File: config.mk
export PLATFORM = sky130hd
export DESIGN_NAME = fifo_rd_stream_adapter
export DESIGN_NICKNAME = d
export VERILOG_FILES = /design/src/rtl/fifo_rd_stream_adapter.sv
export SDC_FILE = /design/constraint.sdc
export NUM_CORES = 1
export LEC_CHECK = 0
export ABC_CLOCK_PERIOD_IN_PS = 2400
export CELL_PAD_IN_SITES_DETAIL_PLACEMENT = 1
export CELL_PAD_IN_SITES_GLOBAL_PLACEMENT = 1
export CORE_ASPECT_RATIO = 0.6
export CORE_MARGIN = 4
export CORE_UTILIZATION = 42
export CTS_CLUSTER_SIZE = 14
export DETAILED_ROUTE_END_ITERATION = 10
export GPL_TIMING_DRIVEN = 0
export PLACE_DENSITY = 0.86
export SETUP_SLACK_MARGIN = 0.1
export SLEW_MARGIN = 15
export SYNTH_ARGS = -nofsm -noshare
export SYNTH_HDL_FRONTEND = slang
export SYNTH_SLANG_ARGS = --single-unit
File: constraint.sdc
create_clock -name clk -period 2.4 [get_ports clk]
set_input_delay 0.48 -clock clk [delete_from_list [all_inputs] [get_ports clk]]
set_output_delay 0.48 -clock clk [all_outputs]
set_load 0.01 [all_outputs]
File: src/rtl/fifo_rd_stream_adapter.sv
// fifo_rd_stream_adapter
// Turns the pull interface of a synchronous FIFO (one-cycle read latency) into
// a valid/ready stream. Reads are issued on credit: a read is only requested
// when the output buffer has room for every word already in flight. The
// downstream ready therefore never reaches fifo_rd_en combinationally. The block
// also keeps a wrapping count of the words it has delivered.
module fifo_rd_stream_adapter #(
  parameter int FIFO_WIDTH = 16,
  parameter int BUF_DEPTH  = 3,
  parameter int CNT_WIDTH  = 16
) (
  input  logic                             clk,
  input  logic                             rst,
  input  logic [FIFO_WIDTH-1:0]            fifo_dout,
  input  logic                             fifo_empty,
  output logic                             fifo_rd_en,
  output logic [FIFO_WIDTH-1:0]            m_data,
  output logic                             m_valid,
  input  logic                             m_ready,
  output logic [$clog2(BUF_DEPTH+1)-1:0]   buf_count,
  output logic [CNT_WIDTH-1:0]             words_out
);

  // Occupancy needs to represent 0..BUF_DEPTH; pointers address 0..BUF_DEPTH-1.
  localparam int CW = $clog2(BUF_DEPTH + 1);
  localparam int PW = (BUF_DEPTH > 1) ? $clog2(BUF_DEPTH) : 1;

  localparam logic [PW-1:0] PTR_LAST = PW'(BUF_DEPTH - 1);
  localparam logic [CW:0]   DEPTH_C  = (CW + 1)'(BUF_DEPTH);

  // Buffer storage and bookkeeping state.
  logic [FIFO_WIDTH-1:0] buf_mem_reg [BUF_DEPTH];
  logic [PW-1:0]         wr_ptr_reg;
  logic [PW-1:0]         wr_ptr_next;
  logic [PW-1:0]         rd_ptr_reg;
  logic [PW-1:0]         rd_ptr_next;
  logic [CW-1:0]         count_reg;
  logic [CW-1:0]         count_next;
  logic                  inflight_reg;
  logic [CNT_WIDTH-1:0]  words_reg;
  logic [CNT_WIDTH-1:0]  words_next;

  // Event strobes for the current cycle.
  logic                  capture;
  logic                  pop;
  logic [CW:0]           credit_sum;
  logic                  rd_en_int;

  // A word requested at the previous edge is on fifo_dout now and must be taken.
  assign capture = inflight_reg;

  // Output is valid purely from registered occupancy, so it holds under backpressure.
  assign m_valid = (count_reg != '0);
  assign pop     = m_valid & m_ready;

  // Words buffered plus the word still on its way from the FIFO.
  assign credit_sum = {1'b0, count_reg} + {{CW{1'b0}}, inflight_reg};

  // Read only when every outstanding word is guaranteed a slot; a pop in the
  // same cycle is deliberately not credited so m_ready stays off this path.
  assign rd_en_int  = !rst && !fifo_empty && (credit_sum < DEPTH_C);
  assign fifo_rd_en = rd_en_int;

  assign m_data    = buf_mem_reg[rd_ptr_reg];
  assign buf_count = count_reg;
  assign words_out = words_reg;

  // Next write pointer: advance on capture, wrapping at the last entry.
  always_comb begin
    wr_ptr_next = wr_ptr_reg;
    if (capture) begin
      wr_ptr_next = (wr_ptr_reg == PTR_LAST) ? '0 : wr_ptr_reg + PW'(1);
    end
  end

  // Next read pointer: advance on a completed handshake, wrapping at the last entry.
  always_comb begin
    rd_ptr_next = rd_ptr_reg;
    if (pop) begin
      rd_ptr_next = (rd_ptr_reg == PTR_LAST) ? '0 : rd_ptr_reg + PW'(1);
    end
  end

  // Next occupancy: capture and pop in the same cycle cancel out.
  always_comb begin
    count_next = count_reg;
    unique case ({capture, pop})
      2'b10:   count_next = count_reg + CW'(1);
      2'b01:   count_next = count_reg - CW'(1);
      default: count_next = count_reg;
    endcase
  end

  // Next delivered-word count; wraps naturally at 2^CNT_WIDTH.
  always_comb begin
    words_next = words_reg;
    if (pop) begin
      words_next = words_reg + CNT_WIDTH'(1);
    end
  end

  // Pointer, occupancy, in-flight and counter registers.
  always_ff @(posedge clk) begin
    if (rst) begin
      wr_ptr_reg   <= '0;
      rd_ptr_reg   <= '0;
      count_reg    <= '0;
      inflight_reg <= 1'b0;
      words_reg    <= '0;
    end else begin
      wr_ptr_reg   <= wr_ptr_next;
      rd_ptr_reg   <= rd_ptr_next;
      count_reg    <= count_next;
      inflight_reg <= rd_en_int;
      words_reg    <= words_next;
    end
  end

  // One register per buffer entry; cleared on reset so m_data reads 0 afterwards.
  generate
    for (genvar gi = 0; gi < BUF_DEPTH; gi++) begin : g_entry
      logic entry_we;
      assign entry_we = capture && (wr_ptr_reg == PW'(gi));

      // Load the entry when the in-flight word lands at this slot.
      always_ff @(posedge clk) begin
        if (rst) begin
          buf_mem_reg[gi] <= '0;
        end else if (entry_we) begin
          buf_mem_reg[gi] <= fifo_dout;
        end
      end
    end
  endgenerate

  // The credit rule must keep buffered plus in-flight words within capacity.
  a_credit_bound : assert property (@(posedge clk) disable iff (rst)
    credit_sum <= DEPTH_C);

  // A capture into a full buffer would overwrite the head; it must never happen.
  a_no_full_capture : assert property (@(posedge clk) disable iff (rst)
    capture |-> (count_reg < CW'(BUF_DEPTH)));

endmodule

* After elaboration in Yosys (flattened, before gate mapping)
Memories as Yosys holds them, arrays and structs flattened. A register that Yosys moved wholly into a read port is not among the register bits.
Index checks and enable logic that the tools add are counted.
** Cells by class
- Add/sub/neg operators :: 6
- Magnitude comparators :: 1
- Muxes and demuxes :: 19
- Bitwise logic cells :: 4
- Equality and inequality tests :: 5
- Reduce and logical (&&, ||, !) cells :: 10
** Operator list (number)
- $mux W16 :: 3
- $add A16 B1 Y16 const B :: 1
- $mux W1 :: 11
- $mux W2 :: 4
- $add A2 B1 Y2 const B :: 3
- $eq A2 B2 Y1 const B :: 3
- $logic_and A1 B1 Y1 :: 5
- $eq A2 B1 Y1 const B :: 2
- $pmux W2 S2 :: 1
- $reduce_bool A2 Y1 :: 2
- $add A2 B1 Y3 :: 1
- $lt A3 B2 Y1 const B :: 1
- $or A1 B1 Y1 :: 3
- $logic_not A1 Y1 :: 2
- $logic_not A2 Y1 :: 1
- $sub A2 B1 Y2 const B :: 1
- $and A1 B1 Y1 :: 1
** Storage, ports and cells
- Memories :: 1
- Output and inout bits :: 36
- Register bits after elaboration :: 23
- Memory bits (writable) :: 48
- Word-level logic and storage cells :: 51
** Memories
- buf_mem_reg :: words 3, bits a word 16, read ports 1, clocked after memory_dff 1, write ports 3, RTL line 32 : logic [FIFO_WIDTH-1:0] buf_mem_reg [BUF_DEPTH];

* Logic depth before layout (Yosys ltp)
Gate-level depths: netlist of run 1.
- Depth after elaboration :: 6
- Gate-level depth with buffers :: 6
- Mapped depth without buffers :: 6

* Worst setup path after synthesis of run 1
No wires, ideal clock.
- Path type :: register to output
- From :: register count_reg[0], in the netlist buf_count[0]
- To :: output fifo_rd_en
- Buffers on the path :: 0
- Arrival time :: 1.614 ns
- Setup slack :: 0.306 ns
- Stages on the path, launching flop included :: 4
- Data required time :: 1.920 ns
- Path through :: dfxtp_1 -> ha_1 -> ha_1 -> a2111oi_0
** Between the ends
- Word-level cells in the longest chain between the ends :: 3
** RTL lines
- start, declared :: RTL line 37 : logic [CW-1:0] count_reg;
- start signal, assigned :: RTL line 113 : count_reg <= count_next;
- $add A2 B1 Y3 :: RTL line 57 : assign credit_sum = {1'b0, count_reg} + {{CW{1'b0}}, inflight_reg};
- $lt A3 B2 Y1 :: RTL line 61 : assign rd_en_int = !rst && !fifo_empty && (credit_sum < DEPTH_C);
- $logic_and A1 B1 Y1 :: RTL line 61
- end, declared :: RTL line 16 : output logic fifo_rd_en,
Every way passes these cells.

* Worst setup path after layout of run 1
- From :: input rst
- To :: output fifo_rd_en
** Between the ends
- Word-level cells in the longest chain between the ends :: 3
** RTL lines
- start, declared :: RTL line 13 : input logic rst,
- $logic_not A1 Y1 :: RTL line 61
- $logic_and A1 B1 Y1 (2 in series) :: RTL line 61
Every way passes these cells.

==> results.md, run 1 <==
* Clock power share at 0.354
* Async SR Flop Fraction at 0
* # setup viols final at 0
* Power per cell area at 829 mW/mm2
* Die height at 76.2 um
* Post-synth net total at 307
* Max reg flops at 48
* Crit path time final at 2.24 ns
* Die width at 122 um
* Vias in the first global route at 2,683
* Total clock sinks at 73
* Outcome: finished, final reports clean
* Clock latency on the worst-skew pair at 0.34 ns
* Sw frac at 0.267
* Crit end category: output port
* Yosys cell types at 38
* Syn_area_per_cell at 11.5 um2
* MaxCap Viol Count at 0
* Layout Nets at 373
* Yosys top cell area share at 0.442
* Worst Path Max Fanout at 10
* CTS tree: built
* Wirelength per Cell at 19.5 um
* Number of flops mapped to enable cells by yosys at 48
* Worst Path Required at 1.92 ns
* Row count at 24
* First-pass GRT wire length at 14.3 mm
* Layout cells sized above 1 at 0.113
* Antenna Nets Post-Route at 0
* Lkg Pwr at 1.56 nW
* # DRC at 0
* Fin worst setup slack at 0.163 ns
* Antenna cells at 0
* Root buf cell: clkbuf_16
* # fillers at 792
* DR pass1 iterations at 5
* Largest cells by area after synthesis: edfxtp_1 (44%), dfxtp_1 (15%), and2_1 (9.2%)
* Fin. max-slew vios at 0
* Antenna violations before repair at 0
* Clock skew at 0.00594 ns
* Max_slew headroom at 0.463
* Starting Density at 0.441
* Post-Place Cell Area at 0.00394 mm2
* Detail Placement HPWL at 5.97 mm
* Critical path data arrival time at 1.76 ns
* Worst-path clk slew at 0.05 ns
* RSZ-0062 raised after global routing: yes
* Design Power at 3.56 mW
* HP Class: register to register
* Post-synthesis register bit count at 73
* Hold buffers post-CTS at 0
* Overall routing resource usage at 0.205
* Die Area at 0.00928 mm2
* Core box area at 0.00739 mm2
* Synth Instances at 283
* Maximum number of pins on one net before global-route repair at 17
* Port Buffers at 55
* GPL Wtd Cong at 0.759
* Final instance area at 0.00430 mm2
* Worst IR drop on VDD at 0.563 mV
* Switching power at 0.951 mW
* Drt total wl at 8.91 mm
* Crit path kind: primary input to output port
* Register area share after synthesis at 0.596
* Hold violation total from the final report at 0
* Max Root-Sink Buffers at 2
* Detailed-route via count at 2,366
* Seq pwr share at 0.429
* CTS-repair resized insts at 26
* Comb pwr share at 0.217
* Total negative slack at 0 ns
* Ys Warns at 0
* Fmax at 0.447 GHz
* CTS Buf Count at 9
* Via/cell ratio at 5.17
* Largest area contributor in the netlist: edfxtp_1
* Area growth syn-to-layout at 31.9%
* Ports at 56
* Mapped Area at 0.00326 mm2
* GRT Residual Overflow at 0
* Worst-margin pin slew at 0.799 ns
* Crit share post-route at 0.932
* P_int at 2.61 mW
* Crit start category: primary input
* Initial drt markers at 96
* Setup WS pre-CTS at -0.660 ns
* CTS H-tree depth at 3
* Setup Fix Bufs, Post-CTS at 0
* Top_reg_cell synth: edfxtp_1
metal layers:
metal | vias up | GRT usage | share of wire
li1 | 1125 | - | -
met1 | 1185 | 0.250 | 0.42
met2 | 44 | 0.343 | 0.52
met3 | 12 | 0.0727 | 0.044
met4 | 0 | 0.0604 | 0.014
met5 | - | 0 | 0
placed cells by master (no fill, tap or decap), types with 2 or more instances in the layout:
cell / instances
a21oi_1: 9
and2_1: 48
buf_6: 2
clkbuf_1: 6
clkbuf_16: 10
clkbuf_2: 2
clkdlybuf4s50_1: 44
clkinv_2: 2
dfxtp_1: 23
dlygate4sd2_1: 8
dlymetal6s2s_1: 2
edfxtp_1: 48
ha_1: 3
inv_1: 4
mux2_1: 2
mux2i_1: 16
nand2_1: 24
nand2b_4: 2
nand3_1: 3
nand4_1: 3
nor2_1: 23
nor2b_1: 2
nor3_1: 5
nor4_1: 2
o21ai_0: 17
o21ai_1: 2
or2_2: 2
or3_1: 2
xnor2_1: 9
xor2_1: 3
area by class of cell:
cell class                      count  area [um2]  share of cell area
Tap cell                          104         130              0.0303
Sequential cell                    73        1950               0.453
Clock inverter                      3        13.8             0.00320
Timing Repair Buffer               55         541               0.126
Inverter                            4        15.0             0.00349
Buffer                             12        86.3              0.0201
Clock buffer                       13         272              0.0632
Multi-Input combinational cell    194        1290               0.301
critical path, stage by stage:
cell and delay, ns:
clkdlybuf4s50_1 0.63, clkbuf_1 0.44, a2111oi_4 0.04, buf_2 0.16
Yosys cell counts (2+ instances only):
cell	n
a2111oi_0	2
a21oi_1	9
and2_1	48
buf_2	2
clkbuf_1	8
dfxtp_1	25
edfxtp_1	48
ha_1	4
inv_1	4
mux2_1	2
mux2i_1	16
nand2_1	24
nand2b_1	3
nand3_1	3
nand4_1	3
nor2_1	23
nor2b_1	2
nor3_1	5
nor3b_1	2
nor4_1	2
o21ai_0	19
or2_2	2
or3_1	2
xnor2_1	9
xor2_1	3
power by group through the flow:
stage	Combinational (mW)	Clock [mW]	Sequential, mW
floorplan	0.378	0	1.53
CTS	0.754	1.29	1.52
global route	0.841	1.35	1.54
finish	0.773	1.26	1.53
global placement	0.703	0	1.53
detailed placement	0.741	0	1.54
cell families after synthesis:
| group | after synthesis | synth area share |
|---|---|---|
| simple gates | 127 | 0.221 |
| buf+inv | 16 | 0.0215 |
| xor+xnor | 12 | 0.0322 |
| flops | 73 | 0.596 |
| mux | 18 | 0.0560 |
| compound gates | 33 | 0.0583 |
| fa+ha+maj | 4 | 0.0154 |
path summary, 6_finish.rpt:
check / start / endpoint / slack [ns] / depth (start not counted)
worst min-delay path: wr_ptr_reg[1]$_SDFFE_PP0P_ / wr_ptr_reg[1]$_SDFFE_PP0P_ / 0.52 / 2
worst min register to register: wr_ptr_reg[1]$_SDFFE_PP0P_ / wr_ptr_reg[1]$_SDFFE_PP0P_ / 0.52 / 2
worst max-delay path: rst / fifo_rd_en / 0.16 / 4
worst max register to register: capture$_SDFF_PP0_ / buf_mem_reg[0][13]$_SDFFCE_PN0P_ / 0.46 / 4
metrics by stage:
stage / instances / hold slack (ns) / utilization
finish: 458 / 0.522 / 0.582
global route: 458 / 0.549 / 0.582
CTS: 458 / 0.511 / 0.576
detailed placement: 442 / 0.503 / 0.533
global placement: 442 / 0.478 / 0.533
floorplan: 283 / 0.463 / -
Note: power is estimated with default switching activity, not from simulation.
==> run 2: changes to the inputs <==
--- a/config.mk
+++ b/config.mk
@@ -5,16 +5,17 @@
 export SDC_FILE = /design/constraint.sdc
 export NUM_CORES = 1
 export LEC_CHECK = 0
+export ABC_AREA = 1
 export ABC_CLOCK_PERIOD_IN_PS = 2400
 export CELL_PAD_IN_SITES_DETAIL_PLACEMENT = 1
 export CELL_PAD_IN_SITES_GLOBAL_PLACEMENT = 1
 export CORE_ASPECT_RATIO = 0.6
 export CORE_MARGIN = 4
-export CORE_UTILIZATION = 42
+export CORE_UTILIZATION = 40
 export CTS_CLUSTER_SIZE = 14
 export DETAILED_ROUTE_END_ITERATION = 10
 export GPL_TIMING_DRIVEN = 0
-export PLACE_DENSITY = 0.86
+export PLACE_DENSITY = 0.85
 export SETUP_SLACK_MARGIN = 0.1
 export SLEW_MARGIN = 15
 export SYNTH_ARGS = -nofsm -noshare
==> run 2 against run 1 <==
- total power rose by 4.0%
- first-iteration DRC count rose by 120%
- global-route usage rose by 0.87 points
- register-to-register slack improved by 0.25 ns
- sequential share of layout area fell by 0.96 points
- final cell count rose by 17%
- critical endpoint is now m_data[3]
- critical path type is now register to output port
- synthesized cell count rose by 25%
- synthesized area rose by 0.65%
==> results.md, run 2 <==
* Outcome: finished, final reports clean
* Root buf cell: clkbuf_16
* Ys Warns at 0 (unchanged)
* WHS Path Cells at 2 (unchanged)
* Via/cell ratio at 5.18 (+0.26%)
* CTS tree: built
* R2R Setup Slk at 0.71 ns (+0.25 ns)
* Post-synthesis adder-cell area fraction at 0.0153 (-0.0000996)
* Max_slew headroom at 0.557 (+0.0935)
* CTS Buf Count at 9 (unchanged)
* R2r startpoint: wr_ptr_reg[1]$_SDFFE_PP0P_
* Lkg Pwr at 1.79 nW (+15%)
* Hold EP: words_out[6]$_SDFFE_PP0N_
* Mapped Area at 0.00328 mm2 (+0.65%)
* Fmax at 0.450 GHz (+0.67%)
* Top_reg_cell synth: edfxtp_1
* Crit path kind: register to output port
* Fin worst setup slack at 0.178 ns (+0.0149 ns)
* CP max stage delay at 0.59 ns (-0.04 ns)
* Total clock sinks at 73 (unchanged)
* Worst IR drop on VDD at 0.316 mV (-44%)
* Area growth syn-to-layout at 33.7%
* Overall routing resource usage at 0.214 (+0.00873)
* CTS H-tree depth at 3 (unchanged)
* Total negative slack at 0 ns (unchanged)
* Post-synth net total at 379 (+23%)
* Fin. max-slew vios at 0 (unchanged)
* Detail Placement HPWL at 6.81 mm (+14%)
* Antenna violations before repair at 0 (unchanged)
* # fillers at 898 (+13%)
* Post-synthesis xor/xnor area fraction at 0.00267 (-0.0296)
* Clock skew at 0.00718 ns (+0.00124 ns)
* Die width at 125 um (+2.6%)
* Detailed-route via count at 2,771 (+17%)
* Row count at 25 (+4.2%)
* Finished Core Util at 0.554 (-0.0277)
* # DRC at 0 (unchanged)
* Setup Fix Bufs, Post-CTS at 0 (unchanged)
* Worst hold start: words_out[6]$_SDFFE_PP0N_
* Design Power at 3.71 mW (+4.0%)
* Largest family of logic cells by synthesized area: simple AND/OR/NAND/NOR gates
* Worst path cell trace: clkbuf_4 > inv_4 > nand2_1 > a21oi_1 > clkdlybuf4s50_1
* Largest cells by area after synthesis: edfxtp_1 (44%), dfxtp_1 (15%), nor2_1 (10%)
* Drt total wl at 10.2 mm (+14%)
* Post-synthesis register bit count at 73 (unchanged)
* Critical-path top delay cell: clkdlybuf4s50_1
* Hold buffers post-CTS at 0 (unchanged)
* Maximum number of pins on one net before global-route repair at 17 (unchanged)
* Worst-path clk slew at 0.06 ns (about the same)
* Worst-margin pin slew at 0.665 ns (-0.134 ns)
* Reg area at 0.00194 mm2 (-0.13%)
* Yosys cell types at 32 (-16%)
* Layout cells sized above 1 at 0.117 (+0.00410)
* Port Buffers at 55 (unchanged)
* MaxCap Viol Count at 0 (unchanged)
* Async SR Flop Fraction at 0 (unchanged)
* Initial drt markers at 209 (+120%)
* Starting Density at 0.415 (-0.0267)
* Crit path time final at 2.22 ns (-0.0149 ns)
* Synth Instances at 355 (+25%)
* Top post-synthesis cells by count: nor2_1 (87), edfxtp_1 (48), nand2_1 (45), a21oi_1 (41), inv_1 (40)
* Worst Path Max Fanout at 8 (-2)
* Max reg flops at 48 (unchanged)
* Die Area at 0.00976 mm2 (+5.2%)
* Wirelength per Cell at 19.0 um (-2.3%)
* Yosys top cell area share at 0.439 (-0.00287)
* RSZ-0062 raised after global routing: no
* Commonest non-fill, non-tap cell in the layout: nor2_1
* Complex-gate fraction of the synthesized area at 0.100 (+0.0420)
* Crit end category: output port
* Vias in the first global route at 3,061 (+14%)
* Hold violation total from the final report at 0 (unchanged)
* Crit share post-route at 0.926 (-0.00621)
* Post-synthesis mux area share at 0 (-0.0560)
* Largest area contributor in the netlist: edfxtp_1
* GRT Residual Overflow at 0 (unchanged)
* Max Root-Sink Buffers at 2 (unchanged)
* # setup viols final at 0 (unchanged)
* Crit Reg-Reg Endpoint: buf_mem_reg[2][9]$_SDFFCE_PN0P_
* Most common cell in the synthesized netlist: nor2_1
* Multi-input logic area at 0.00115 mm2 (-11%)
* Die height at 78.2 um (+2.5%)
* Antenna Nets Post-Route at 0 (unchanged)
* Crit start category: register
* Post-synthesis simple-gate area fraction at 0.225 (+0.00467)
* Layout Nets at 446 (+20%)
* Ports at 56 (unchanged)
* Worst Path Required at 1.92 ns (about the same)
* DR pass1 iterations at 5 (unchanged)
* Clock latency on the worst-skew pair at 0.34 ns (about the same)
* HP Class: register to register
* Register area share after synthesis at 0.592 (-0.00386)
* Core box area at 0.00791 mm2 (+7.1%)
* Setup WS pre-CTS at -0.0786 ns (+0.582 ns)
* Power per cell area at 845 mW/mm2 (+2.0%)
* R2r worst-path depth at 3 (-1)
* Number of flops mapped to enable cells by yosys at 48 (unchanged)
* Syn_area_per_cell at 9.24 um2 (-20%)
* GPL Wtd Cong at 0.800 (+5.4%)
* Critical path data arrival time at 1.74 ns (-0.02 ns)
* First-pass GRT wire length at 16.1 mm (+12%)
* Most frequent cells in the layout: nor2_1 (87), edfxtp_1 (48), nand2_1 (45)
* Antenna cells at 0 (unchanged)
-- run 2: cell types whose count changed in the layout (fill, tap and decap cells not counted), sizes merged, moves of 4 or more --
cell,delta
a21oi,+32
and2,-48
bufinv,+4
clkbuf,-5
inv,+39
mux2i,-16
nand2,+24
nand2b,-4
nand3,+4
nor2,+70
nor4,-4
o21ai,-11
xnor2,-9
-- run 2: metrics by stage --
stage                     instance area, um2  instances  hold WS, ns
final                                   4390        535        0.521
after detailed placement                3990        519        0.493
after floorplan                         3280        355        0.460
after global placement                  3970        518        0.483
after CTS                               4370        535        0.523
after global routing                    4390        535        0.550
-- run 2: cell families (layout without fill, tap and decap cells) --
kind of cell | count (synthesis) | after routing
DFF | 73 | 73
xor gates and xnor gates | 1 | 1
AOI/OAI and AO/OA | 60 | 60
and+or+nand+nor | 163 | 163
adders and majority gates | 4 | 4
buffers and inverters | 54 | 126
-- run 2: area by class of cell --
type	instances	area share
tap	108	0.0308
inverter	43	0.0379
clock buffer	11	0.0531
sequential	73	0.443
buffer	11	0.0180
timing repair buffer	56	0.126
clock inverter	5	0.0291
multi-input combinational	228	0.262
-- run 2: metal layers --
layer	vias up	wire (um)	GRT usage	part of all wire
met5	-	0	0	0
li1	1309	-	-	-
met3	22	538	0.0585	0.053
met1	1349	4490	0.259	0.44
met4	0	245	0.0866	0.024
met2	91	4900	0.366	0.48
-- run 2: worst max-delay path, delay by kind of cell, from the launching register on --
family	cells	cell delay, ns
DFF	1	0.30
AOI/OAI and AO/OA	1	0.15
buffers and inverters	3	0.89
and+or+nand+nor	1	0.07
-- run 2: what timing repair did --
item                       4_1_cts  5_1_grt
setup endpoints to repair       17        4
gates resized for setup         30        5
pin swaps                        0        1
-- run 2: worst max-delay path by stage --
stage / slack (ns) / endpoint / start / cells past startpoint
floorplan: 0.25 / buf_mem_reg[2][0]$_SDFFCE_PN0P_ / wr_ptr_reg[1]$_SDFFE_PP0P_ / 2
global placement: -0.54 / buf_mem_reg[2][7]$_SDFFCE_PN0P_ / capture$_SDFF_PP0_ / 2
detailed placement: -0.08 / fifo_rd_en / rst / 3
CTS: 0.04 / m_data[12] / register / 6
global route: 0.11 / m_data[3] / register / 5
finish: 0.18 / m_data[3] / register / 5
-- run 2: report_power, final --
group          total [mW]  switching [mW]  internal, mW  leakage, nW
combinational       0.606           0.350         0.256        0.921
sequential           1.46          0.0461          1.42        0.704
clock                1.64           0.517          1.12        0.170
total                3.71           0.913          2.79         1.79
